File: src/rtl/logicnet_input_quantizer_if.sv
// Stream bundle between the raw-feature source, the input quantizer and layer0.
// The master side drives samples and consumes vectors; the slave side is the quantizer.
interface logicnet_input_quantizer_if #(
  parameter int IN_WIDTH     = 8,
  parameter int NUM_FEATURES = 8
);
  localparam int OUT_W = NUM_FEATURES * 2;

  logic                in_valid;
  logic                in_ready;
  logic [IN_WIDTH-1:0] in_data;
  logic                in_last;
  logic                out_valid;
  logic                out_ready;
  logic [OUT_W-1:0]    out_data;
  logic                frame_err;

  modport master (
    output in_valid, in_data, in_last, out_ready,
    input  in_ready, out_valid, out_data, frame_err
  );

  modport slave (
    input  in_valid, in_data, in_last, out_ready,
    output in_ready, out_valid, out_data, frame_err
  );
endinterface

File: src/rtl/logicnet_input_quantizer.sv
// Input quantizer for the LogicNet classifier front end.
// Each accepted sample is thresholded to a 2-bit code and packed into the next
// accumulator slot; a frame end (in_last) or a full accumulator publishes the
// vector one cycle later. frame_err flags frames whose length differs from
// NUM_FEATURES. in_ready is combinational so a consumed vector frees the stage
// in the same cycle.
module logicnet_input_quantizer #(
  parameter int IN_WIDTH     = 8,
  parameter int NUM_FEATURES = 8,
  parameter int CODE_BITS    = 2,
  parameter int THR0         = 64,
  parameter int THR1         = 128,
  parameter int THR2         = 192
) (
  input logic                        clk,
  input logic                        rst,
  logicnet_input_quantizer_if.slave  bus
);
  localparam int OUT_W = NUM_FEATURES * CODE_BITS;
  localparam int CNT_W = (NUM_FEATURES > 1) ? $clog2(NUM_FEATURES) : 1;
  localparam logic [CNT_W-1:0] LAST_SLOT = CNT_W'(NUM_FEATURES - 1);

  // Three unsigned threshold compares summed into a thermometer-style code.
  function automatic logic [1:0] quantize(input logic [IN_WIDTH-1:0] d);
    logic [1:0] ge0;
    logic [1:0] ge1;
    logic [1:0] ge2;
    ge0 = {1'b0, (d >= IN_WIDTH'(THR0))};
    ge1 = {1'b0, (d >= IN_WIDTH'(THR1))};
    ge2 = {1'b0, (d >= IN_WIDTH'(THR2))};
    return ge0 + ge1 + ge2;
  endfunction

  logic [CNT_W-1:0] count_q,     count_d;
  logic [OUT_W-1:0] acc_q,       acc_d;
  logic             out_valid_q, out_valid_d;
  logic [OUT_W-1:0] out_data_q,  out_data_d;
  logic             frame_err_q, frame_err_d;

  logic             in_ready_s;
  logic             accept_s;
  logic             last_slot_s;
  logic             complete_s;
  logic             misalign_s;
  logic [OUT_W-1:0] acc_ins_s;

  // The stage is free whenever no vector is pending or layer0 takes it now.
  assign in_ready_s = ~out_valid_q | bus.out_ready;

  // Accept/completion decode and next-state for counter, accumulator and outputs.
  always_comb begin
    last_slot_s = (count_q == LAST_SLOT);
    accept_s    = bus.in_valid & in_ready_s;
    complete_s  = accept_s & (bus.in_last | last_slot_s);
    // Misaligned when frame end and vector end disagree on this sample.
    misalign_s  = accept_s & (bus.in_last ^ last_slot_s);

    acc_ins_s = acc_q;
    if (accept_s) begin
      acc_ins_s[count_q*CODE_BITS +: CODE_BITS] = quantize(bus.in_data);
    end else begin
      acc_ins_s = acc_q;
    end

    count_d     = count_q;
    acc_d       = acc_q;
    out_valid_d = out_valid_q & ~bus.out_ready;
    out_data_d  = out_data_q;
    frame_err_d = 1'b0;

    if (complete_s) begin
      count_d     = {CNT_W{1'b0}};
      acc_d       = {OUT_W{1'b0}};
      out_valid_d = 1'b1;
      out_data_d  = acc_ins_s;
      frame_err_d = misalign_s;
    end else if (accept_s) begin
      count_d = count_q + CNT_W'(1);
      acc_d   = acc_ins_s;
    end else begin
      count_d = count_q;
      acc_d   = acc_q;
    end
  end

  // State and registered outputs; reset discards any partial vector.
  always_ff @(posedge clk) begin
    if (rst) begin
      count_q     <= {CNT_W{1'b0}};
      acc_q       <= {OUT_W{1'b0}};
      out_valid_q <= 1'b0;
      out_data_q  <= {OUT_W{1'b0}};
      frame_err_q <= 1'b0;
    end else begin
      count_q     <= count_d;
      acc_q       <= acc_d;
      out_valid_q <= out_valid_d;
      out_data_q  <= out_data_d;
      frame_err_q <= frame_err_d;
    end
  end

  assign bus.in_ready  = in_ready_s;
  assign bus.out_valid = out_valid_q;
  assign bus.out_data  = out_data_q;
  assign bus.frame_err = frame_err_q;
endmodule

File: src/flat_wrapper.sv
// flat-port wrapper written by rule: the top's interface ports become plain ports
module logicnet_input_quantizer_flat 
#(
  parameter int IN_WIDTH     = 8,
  parameter int NUM_FEATURES = 8,
  parameter int CODE_BITS    = 2,
  parameter int THR0         = 64,
  parameter int THR1         = 128,
  parameter int THR2         = 192
)
  (clk, rst, bus_in_valid, bus_in_data, bus_in_last, bus_out_ready, bus_in_ready, bus_out_valid, bus_out_data, bus_frame_err);
  logicnet_input_quantizer_if #(.IN_WIDTH(IN_WIDTH), .NUM_FEATURES(NUM_FEATURES)) bus_i ();
  input logic clk;
  input logic rst;
  input wire logic [$bits(bus_i.in_valid)-1:0] bus_in_valid;
  input wire logic [$bits(bus_i.in_data)-1:0] bus_in_data;
  input wire logic [$bits(bus_i.in_last)-1:0] bus_in_last;
  input wire logic [$bits(bus_i.out_ready)-1:0] bus_out_ready;
  output wire logic [$bits(bus_i.in_ready)-1:0] bus_in_ready;
  output wire logic [$bits(bus_i.out_valid)-1:0] bus_out_valid;
  output wire logic [$bits(bus_i.out_data)-1:0] bus_out_data;
  output wire logic [$bits(bus_i.frame_err)-1:0] bus_frame_err;
  assign bus_i.in_valid = bus_in_valid;
  assign bus_i.in_data = bus_in_data;
  assign bus_i.in_last = bus_in_last;
  assign bus_i.out_ready = bus_out_ready;
  assign bus_in_ready = bus_i.in_ready;
  assign bus_out_valid = bus_i.out_valid;
  assign bus_out_data = bus_i.out_data;
  assign bus_frame_err = bus_i.frame_err;
  logicnet_input_quantizer #(.IN_WIDTH(IN_WIDTH), .NUM_FEATURES(NUM_FEATURES), .CODE_BITS(CODE_BITS), .THR0(THR0), .THR1(THR1), .THR2(THR2)) u_core (.clk(clk), .rst(rst), .bus(bus_i));
endmodule
File: config.mk
export PLATFORM = sky130hd
export DESIGN_NAME = logicnet_input_quantizer_flat
export DESIGN_NICKNAME = d
export VERILOG_FILES = /design/src/rtl/logicnet_input_quantizer_if.sv /design/src/rtl/logicnet_input_quantizer.sv /design/src/flat_wrapper.sv
export SDC_FILE = /design/constraint.sdc
export NUM_CORES = 1
export LEC_CHECK = 0
export ABC_AREA = 1
export BUFFER_PORTS_ARGS = -buffer_cell sky130_fd_sc_hd__buf_2
export CAP_MARGIN = 40
export CORE_ASPECT_RATIO = 1.5
export CORE_MARGIN = 2
export CORE_UTILIZATION = 28
export CTS_CLUSTER_SIZE = 14
export DETAILED_ROUTE_END_ITERATION = 7
export HOLD_SLACK_MARGIN = 0.15
export SETUP_SLACK_MARGIN = 0.4
export SLEW_MARGIN = 0
export SYNTH_ARGS = -nofsm -noshare
export SYNTH_HDL_FRONTEND = slang
export SYNTH_SLANG_ARGS = --single-unit
File: constraint.sdc
create_clock -name clk -period 2.1 [get_ports clk]
set_input_delay 0.315 -clock clk [delete_from_list [all_inputs] [get_ports clk]]
set_output_delay 0.315 -clock clk [all_outputs]
set_load 0.01 [all_outputs]
Word level (Yosys, flattened, before mapping)
Index checks and enable logic that the tools add are counted.
- input port bits: 13
- register bits after elaboration: 37
- word-level logic and storage cells: 30
- magnitude comparators: 3
- eq/ne operators: 1
- reductions and logical operators: 2
- shift-type cells: 2
- add/sub/neg operators: 4
- mux-type cells: 3
- bitwise logic cells: 10
- operators with widths (kind ; number):
    $neg A4 Y34 ; 1
    $shift A2 B34 Y16 const A ; 1
    $shiftx A2 B34 Y16 ; 1
    $bwmux W16 ; 1
    $ge A8 B8 Y1 const B ; 2
    $mux W16 ; 1
    $ge A8 B7 Y1 const B ; 1
    $and A1 B1 Y1 ; 4
    $reduce_or A2 Y1 ; 2
    $add A3 B1 Y3 const B ; 1
    $eq A3 B3 Y1 const B ; 1
    $not A1 Y1 ; 3
    $add A1 B1 Y2 ; 1
    $add A2 B1 Y2 ; 1
    $or A1 B1 Y1 ; 2
    $mux W1 ; 1
    $xor A1 B1 Y1 ; 1

Depth between registers and ports, before layout
Gate-level depths: netlist of the first run.
- depth after elaboration: 6
- mapped depth: 11

Least setup slack after synthesis of the first run
OpenSTA, ideal clock, no wires.
- path kind: register to register
- start: register u_core.count_q[0]
- end: register u_core.out_data_q[0] (netlist: u_core.bus.out_data[0])
- period minus slack after synthesis: 1869 ps
- buffers on the path: 1
- arrival time: 1795 ps
- cell stages (with the launch flop): 12
- path slack: 231 ps
- path through: dfxtp_1 inv_2 buf_6 ha_1 ha_1 nor2_2 nand2_1 nor2_1 nand2_1 nand2_1 nand2_1 o21ai_0
- longest elaborated chain between the ends: 4
- RTL lines (item ; line ; source):
    from (decl) ; logicnet_input_quantizer.sv:34 ; logic [CNT_W-1:0] count_q, count_d;
    from (signal assigned) ; logicnet_input_quantizer.sv:89 ; count_q <= {CNT_W{1'b0}};
    from (signal assigned) ; logicnet_input_quantizer.sv:95 ; count_q <= count_d;
    $neg A4 Y34 ; logicnet_input_quantizer.sv:60 ; acc_ins_s[count_q*CODE_BITS +: CODE_BITS] = quantize(bus.in_data);
    $shiftx A2 B34 Y16 or $shift A2 B34 Y16 (tied branches) ; logicnet_input_quantizer.sv:60 ;
    $bwmux W16 ; logicnet_input_quantizer.sv:60 ;
    $mux W16 ; logicnet_input_quantizer.sv:59 ; if (accept_s) begin
    to (signal assigned) ; logicnet_input_quantizer.sv:92 ; out_data_q <= {OUT_W{1'b0}};
    to (signal assigned) ; logicnet_input_quantizer.sv:98 ; out_data_q <= out_data_d;
    to (decl) ; logicnet_input_quantizer.sv:37 ; logic [OUT_W-1:0] out_data_q, out_data_d;
Parallel ways exist; a longest one is shown, timed or not.
A chain may end at the register's enable or synchronous reset.

Final worst setup path of the first run
- start: register u_core.count_q[1]
- end: register u_core.acc_q[5]
- longest elaborated chain between the ends: 4
- RTL lines (item ; line ; source):
    $neg A4 Y34 or $eq A3 B3 Y1 (tied branches) ; logicnet_input_quantizer.sv:60, logicnet_input_quantizer.sv:52 ;
    $shiftx A2 B34 Y16, or another cell as far along ; logicnet_input_quantizer.sv:60 ;
    $bwmux W16 or $and A1 B1 Y1 (tied branches) ; logicnet_input_quantizer.sv:60, logicnet_input_quantizer.sv:54 ;
    $mux W16 or $reduce_or A2 Y1 (tied branches) ; n/a ;
    to (signal assigned) ; logicnet_input_quantizer.sv:90 ; acc_q <= {OUT_W{1'b0}};
    to (decl) ; logicnet_input_quantizer.sv:35 ; logic [OUT_W-1:0] acc_q, acc_d;
Parallel ways exist; a longest one is shown, timed or not.

==> results of run 1 <==
==> worst max path at each step <==
stage,start,endpoint,slack [ns],cells past startpoint
6_report,u_core.count_q[1]$_SDFFE_PP0P_,u_core.acc_q[5]$_SDFFE_PP0P_,0.51,10
5_1_grt,u_core.count_q[1]$_SDFFE_PP0P_,u_core.acc_q[5]$_SDFFE_PP0P_,0.40,10
4_1_cts,u_core.count_q[0]$_SDFFE_PP0P_,u_core.bus.out_data[9]$_SDFFE_PP0P_,0.40,8
3_5_place_dp,u_core.count_q[0]$_SDFFE_PP0P_,u_core.bus.out_data[13]$_SDFFE_PP0P_,0.31,10
3_3_place_gp,u_core.count_q[0]$_SDFFE_PP0P_,u_core.bus.out_data[13]$_SDFFE_PP0P_,0.35,10
2_1_floorplan,u_core.count_q[0]$_SDFFE_PP0P_,u_core.bus.out_data[4]$_SDFFE_PP0P_,0.43,9
==> metrics by stage <==
step | hold WS (ns) | worst slack (ns) | cell area, µm²
global route | 0.442 | 0.396 | 2310
finish | 0.409 | 0.513 | 2310
CTS | 0.384 | 0.399 | 2160
detailed placement | 0.438 | 0.312 | 2010
global placement | 0.436 | 0.348 | 2010
floorplan | 0.468 | 0.426 | 1830
==> layout by cell type (no fill, tap or decap), drive strengths merged <==
| cell type | instances |
|---|---|
| ha | 6 |
| bufinv | 1 |
| clkbuf | 7 |
| nand3b | 1 |
| a31oi | 1 |
| o21ai | 4 |
| a21oi | 3 |
| dfxtp | 37 |
| inv | 39 |
| nor2 | 36 |
| nand3 | 29 |
| nand2 | 94 |
| buf | 34 |
| nand4 | 3 |
==> worst reg2reg max path: stages, from the launching register on <==
cell and delay (ns):
dfxtp_2 0.36, inv_1 0.08, ha_4 0.17, ha_4 0.30
nand3_2 0.10, nor2_4 0.11, buf_12 0.14, nand2_2 0.07
nand2_2 0.08, nand2_1 0.05, nor2_1 0.07
==> layer usage <==
metal | vias up | GRT usage (%) | part of all wire (%)
li1 | 865 | - | -
met1 | 733 | 13.4 | 44
met2 | 32 | 21.5 | 51
met3 | 6 | 3.13 | 3.8
met4 | 0 | 3.55 | 1.5
met5 | - | 0 | 0
==> flip-flops by register name, indices dropped and copies added, names as in the netlist <==
| signal | flops |
|---|---|
| u_core.bus.frame_err | 1 |
| u_core.count_q | 3 |
| u_core.bus.out_valid | 1 |
| u_core.acc_q | 16 |
| u_core.bus.out_data | 16 |
==> Yosys cell counts <==
master / number / area share, %
nor2_4: 3 / 1.9
nand3b_1: 1 / 0.41
nor2_8: 1 / 1.1
nand2_2: 2 / 0.69
nor2_1: 30 / 6.2
dfxtp_1: 37 / 41
clkbuf_8: 1 / 0.76
inv_6: 1 / 0.48
nand2_1: 89 / 18
buf_6: 4 / 2.5
a31oi_1: 1 / 0.34
buf_4: 1 / 0.41
a21oi_1: 3 / 0.83
nand3_2: 2 / 1.1
nand3_1: 27 / 7.4
nand4_1: 3 / 1.0
inv_1: 36 / 7.4
inv_2: 2 / 0.41
nor2_2: 2 / 0.69
o21ai_0: 4 / 1.1
nand2_4: 3 / 1.9
ha_1: 6 / 4.1
==> layout make-up <==
class,instances,area [µm²],area share [%]
clock buffer,7,86.3,3.74
timing repair buffer,34,205,8.90
tap,74,92.6,4.02
sequential,37,746,32.3
inverter,39,154,6.67
multi-input combinational,177,992,43.0
clock inverter,1,30.0,1.30
==> timing repair <==
action                     4_1_cts  5_1_grt
buffers inserted                 2        3
setup endpoints to repair       21       31
gates resized for setup          7       26
pin swaps                        2        6
hold endpoints to repair         0        0
==> power by group <==
part / internal [mW] / switching [mW] / total [mW]
logic: 0.0722 / 0.136 / 0.208
clock network: 0.387 / 0.241 / 0.629
registers: 0.712 / 0.00691 / 0.719
==> kinds of logic after synthesis <==
logic type	count (synthesis)	share of synthesized area, %
AOI/OAI and AO/OA	8	2.27
buffers and inverters	45	12.0
DFF	37	40.8
and+or+nand+nor	163	40.8
adders and majority gates	6	4.13
==> flow_metrics.tcl, run 1 <==
set metrics [dict create \
    post_route_cells_drive_above_1_share_pct 27.8 \
    worstReg2RegEnd "u_core.acc_q[5]$_SDFFE_PP0P_" \
    rrSetupSlack_ns 0.51 \
    instances_no_fill 369 \
    hold_class "primary input to flip-flop" \
    worst_ep_arrival_time_ns 1.81 \
    clock.fmax_mhz 630 \
    die_area_um2 7160 \
    ys_warn_count 0 \
    grt_pass1_vias 1519 \
    grt_remaining_overflow 0 \
    htreeDepth 2 \
    wl_mm 3.88 \
    worstMarginPinSlew_ns 0.256 \
    synth_seq_area_share_pct 40.8 \
    end_kind "flip-flop" \
    rows 35 \
    ys_ff_latch 37 \
    syn_avg_cell_area_um2 7.01 \
    cts_tree "done" \
    place.gp.congestion 0.869 \
    crit_type "flip-flop to flip-flop" \
    finalCritPeriodShare_pct 75.6 \
    power_leakage_nw 1.10 \
    setup_tns_ns 0 \
    crit_chain "inv_1 -> ha_4 -> ha_4 -> nand3_2 -> nor2_4 -> buf_12 -> nand2_2 -> nand2_2 -> nand2_1 -> nor2_1" \
    via_count 1636 \
    placedCellCount 356 \
    status "complete, no violations" \
    cp_top_family "simple AND/OR/NAND/NOR gates" \
    cts_root_buffer "clkbuf_8" \
    track_usage_pct 11.7 \
    power_density_nw_per_um2 674 \
    initial_core_util_pct 29.2 \
    regToRegStartpoint "u_core.count_q[1]$_SDFFE_PP0P_" \
    numPortBuffers 25 \
    hold_start "rst" \
    dieHeight_um 103 \
    die_w_um 69.7 \
    firstDrtPassIters 4 \
    peakVddDrop_mv 0.549 \
    ctsHoldBuffers 0 \
    diodes 0 \
    synthCells 259 \
    critPathMaxFanout 8 \
    synth_nets 278 \
    clock_path_buffers 2 \
    dpl.hpwl_mm 2.86 \
    cp.required_ns 2.33 \
    totalPowerFinal_mw 1.56 \
    relSlewSlack_pct 82.9 \
    finalClockSkew_ns 0.00212 \
    routedWlPerCell_um 10.5 \
    drc 0 \
    final_antenna_net_count 0 \
    clkLatencyLatePin_ns 0.28 \
    syn-cell-area_um2 1820 \
    cts_buffers 5 \
    min_to "u_core.bus.frame_err$_SDFF_PP0_" \
    design.core.area_um2 6220 \
    critPathLaunchType "flip-flop" \
    fin_nets 313 \
    routed_via_density 4.43 \
    whs_path_depth 4 \
    grt_max_degree 20 \
    slowest_stage "dfxtp_2" \
    clk_pin_slew_worst_paths_ns 0.07 \
    rr_worst_depth 10 \
    drv_slew 0 \
    critPathMaxStageDelay_ns 0.36 \
    utilization_pct 37.1 \
    rsz0062_at_grt "false" \
    ioPinCount 32 \
    timing.max_cap.violations 0 \
    antenna_found_initial 0 \
    grt_pass1_wl_mm 6.71 \
    numClockSinks 37 \
    cp_num_buf_inv 2 \
    fillers 686 \
    area_delta_synth_final_pct 27.0 \
    hold_viol 0 \
    min_period_ns 1.59 \
    ys_types 22 \
    setup_viol 0 \
    drtIter0Drc 47 \
]
Power figures use the tool's default switching activity.
==> inputs of run 2 (changes only) <==
--- a/config.mk
+++ b/config.mk
@@ -5,7 +5,7 @@
 export SDC_FILE = /design/constraint.sdc
 export NUM_CORES = 1
 export LEC_CHECK = 0
-export ABC_AREA = 1
+export ABC_AREA = 0
 export BUFFER_PORTS_ARGS = -buffer_cell sky130_fd_sc_hd__buf_2
 export CAP_MARGIN = 40
 export CORE_ASPECT_RATIO = 1.5
==> constraint.sdc (replaced) <==
create_clock -name clk -period 1.3 [get_ports clk]
set_input_delay 0.195 -clock clk [delete_from_list [all_inputs] [get_ports clk]]
set_output_delay 0.195 -clock clk [all_outputs]
set_load 0.01 [all_outputs]
==> flow_metrics.tcl, run 2 <==
set metrics [dict create \
    status "complete, but fails checks" \
    violations "setup timing" \
    wl_mm 4.44 \
    synth_top_flop_cell "dfxtp_1" \
    setup_tns_ns -25.14 \
    final_antenna_net_count 0 \
    grt_remaining_overflow 0 \
    grt_pass1_wl_mm 6.91 \
    grt_max_degree 12 \
    hold_slack_ns 0.172 \
    cp.required_ns 1.48 \
    power_switching_mw 0.622 \
    worstReg2RegEnd "u_core.bus.out_data[7]$_SDFFE_PP0P_" \
    final_common_cell "buf_4" \
    power_leakage_nw 1.06 \
    yosysTopAreaCell "dfxtp_1" \
    die_w_um 63.3 \
    dpl_cell_area_um2 1960 \
    routed_via_density 4.81 \
    setup_viol 38 \
    ioPinCount 32 \
    initial_core_util_pct 28.8 \
    yosysMostFrequentCell "dfxtp_1" \
    rows 32 \
    worst_ep_arrival_time_ns 2.34 \
    power_density_nw_per_um2 1010 \
    final_cell_mix "37 x buf_4, 28 x buf_6, 19 x dfxtp_1" \
    fillers 491 \
    grt_pass1_vias 1399 \
    seqPwrFrac_pct 43.4 \
    timing.max_cap.violations 0 \
    cts_root_buffer "clkbuf_8" \
    swShare_pct 23.4 \
    rr_worst_depth 7 \
    synth-edff-count 0 \
    instances_no_fill 287 \
    critPathMaxFanout 3 \
    async_flop_share_pct 0 \
    ys_types 29 \
    synth_common_cells "37 x dfxtp_1, 19 x nor2_1, 16 x mux2i_1, 16 x o2bb2ai_1, 6 x ha_1" \
    ys_warn_count 0 \
    clock.fmax_mhz 462 \
    fin_nets 237 \
    hold_viol 0 \
    min_to "u_core.bus.out_valid$_SDFF_PP0_" \
    ctsHoldBuffers 0 \
    syn_avg_cell_area_um2 10.5 \
    drtIter0Drc 40 \
    firstDrtPassIters 4 \
    p_int_mw 2.04 \
    drv_slew 0 \
    area_delta_synth_final_pct 78.5 \
    hold_start "rst" \
    ys_ff_latch 37 \
    dpl.hpwl_mm 2.48 \
    rsz0062_at_grt "true" \
    cts_tree "done" \
    drc 0 \
    diodes 0 \
    whs_path_depth 2 \
    synth_nets 160 \
    finalClockSkew_ns 0.00599 \
    via_count 1380 \
    regToRegStartpoint "u_core.count_q[0]$_SDFFE_PP0P_" \
    pwr-share-comb_pct 18.4 \
    worstMarginPinSlew_ns 0.570 \
    min_period_ns 2.16 \
    final_area_um2 2630 \
    rrSetupSlack_ns -0.86 \
    cts_buffers 5 \
    fin_ws_ns -0.864 \
    post_route_cells_drive_above_1_share_pct 64.4 \
    synth_seq_area_share_pct 50.2 \
    dieHeight_um 92.9 \
    die_area_um2 5880 \
    design.core.area_um2 5120 \
    clk_pin_slew_worst_paths_ns 0.07 \
    numPortBuffers 25 \
    syn-cell-area_um2 1480 \
    synth_top_area_share_pct 50.2 \
    hold_class "primary input to flip-flop" \
    synthCells 141 \
    place.gp.congestion 0.859 \
    clkLatencyLatePin_ns 0.28 \
    numClockSinks 37 \
    finalCritPeriodShare_pct 166 \
    antenna_found_initial 0 \
    end_kind "flip-flop" \
    ys_top_cells_by_area "dfxtp_1 50%, mux2i_1 11%, o2bb2ai_1 9.5%" \
    peakVddDrop_mv 1.00 \
    htreeDepth 2 \
    crit_type "flip-flop to flip-flop" \
    track_usage_pct 15.4 \
    critPathLaunchType "flip-flop" \
    placedCellCount 257 \
    clock_path_buffers 2 \
    power_frac_clock_pct 38.1 \
    routedWlPerCell_um 15.5 \
    relSlewSlack_pct 61.8 \
]
## run 2: changes by cell type after synthesis, sizes merged, moves of 2 or more
cell	previous run	this run
nor2	36	19
nand2b	0	2
nor4	0	2
nor3b	0	5
nor2b	0	2
o2bb2ai	0	16
o21ai	4	0
inv	39	7
or4b	0	3
nand3	29	2
mux2i	0	16
nand2	94	3
## run 2: layout make-up
class	count	area [µm²]	area share, %
timing repair buffer	76	713	27.1
multi-input combinational	91	922	35.0
clock inverter	1	30.0	1.14
clock buffer	7	86.3	3.28
inverter	7	31.3	1.19
sequential	37	766	29.1
tap	68	85.1	3.23
## run 2: worst max path at each step
stage / startpoint / to / slack, ns / depth (start not counted)
3_3_place_gp: u_core.count_q[0]$_SDFFE_PP0P_ / u_core.bus.out_data[1]$_SDFFE_PP0P_ / -0.76 / 7
3_5_place_dp: u_core.count_q[1]$_SDFFE_PP0P_ / u_core.bus.out_data[7]$_SDFFE_PP0P_ / -0.80 / 7
6_report: u_core.count_q[0]$_SDFFE_PP0P_ / u_core.bus.out_data[7]$_SDFFE_PP0P_ / -0.86 / 7
4_1_cts: u_core.count_q[0]$_SDFFE_PP0P_ / u_core.bus.out_data[7]$_SDFFE_PP0P_ / -0.80 / 7
2_1_floorplan: u_core.count_q[0]$_SDFFE_PP0P_ / u_core.bus.out_data[6]$_SDFFE_PP0P_ / -0.79 / 7
5_1_grt: u_core.count_q[0]$_SDFFE_PP0P_ / u_core.bus.out_data[7]$_SDFFE_PP0P_ / -0.93 / 7
## run 2: logic make-up after synthesis
family          Yosys count  share of synthesized area, %
simple gates             48                          18.8
flops                    37                          50.2
compound gates           19                          10.5
mux                      16                          10.9
buf+inv                  14                          3.90
fa+ha+maj                 6                          5.09
xor+xnor                  1                         0.594
## run 2: critical path: stages (launching register included)
cell and delay [ns]:
dfxtp_4 0.36, inv_4 0.04, ha_4 0.15, ha_4 0.26
or3b_4 0.38, or4b_4 0.53, mux2i_2 0.24, o2bb2ai_1 0.10
## run 2: per-stage QoR
step	setup slack, ns	power [mW]	utilization [%]
finish	-0.864	2.66	51.4
CTS	-0.799	2.61	48.6
global placement	-0.764	1.48	38.3
detailed placement	-0.796	1.48	38.3
global route	-0.925	2.75	51.4
floorplan	-0.794	1.36	-
## run 2: metal layers
layer	vias to the layer above	wire length, µm	track usage (%)
met5	-	0	0
li1	654	-	-
met2	34	2490	29.3
met3	12	142	3.04
met4	0	135	7.97
met1	680	1680	15.7
## run 2: timing repair
item	CTS	global route
gates resized for setup	64	23
buffers inserted	11	7
gates cloned	4	0
pin swaps	15	2
endpoints found under the setup margin	56	56
## run 2: power by group through the flow
stage	registers [mW]	clock network, mW	logic (mW)
final	1.16	1.01	0.491
after global routing	1.16	1.07	0.522
after CTS	1.15	1.03	0.423
after detailed placement	1.18	0	0.302
after global placement	1.18	0	0.300
after floorplan	1.18	0	0.178
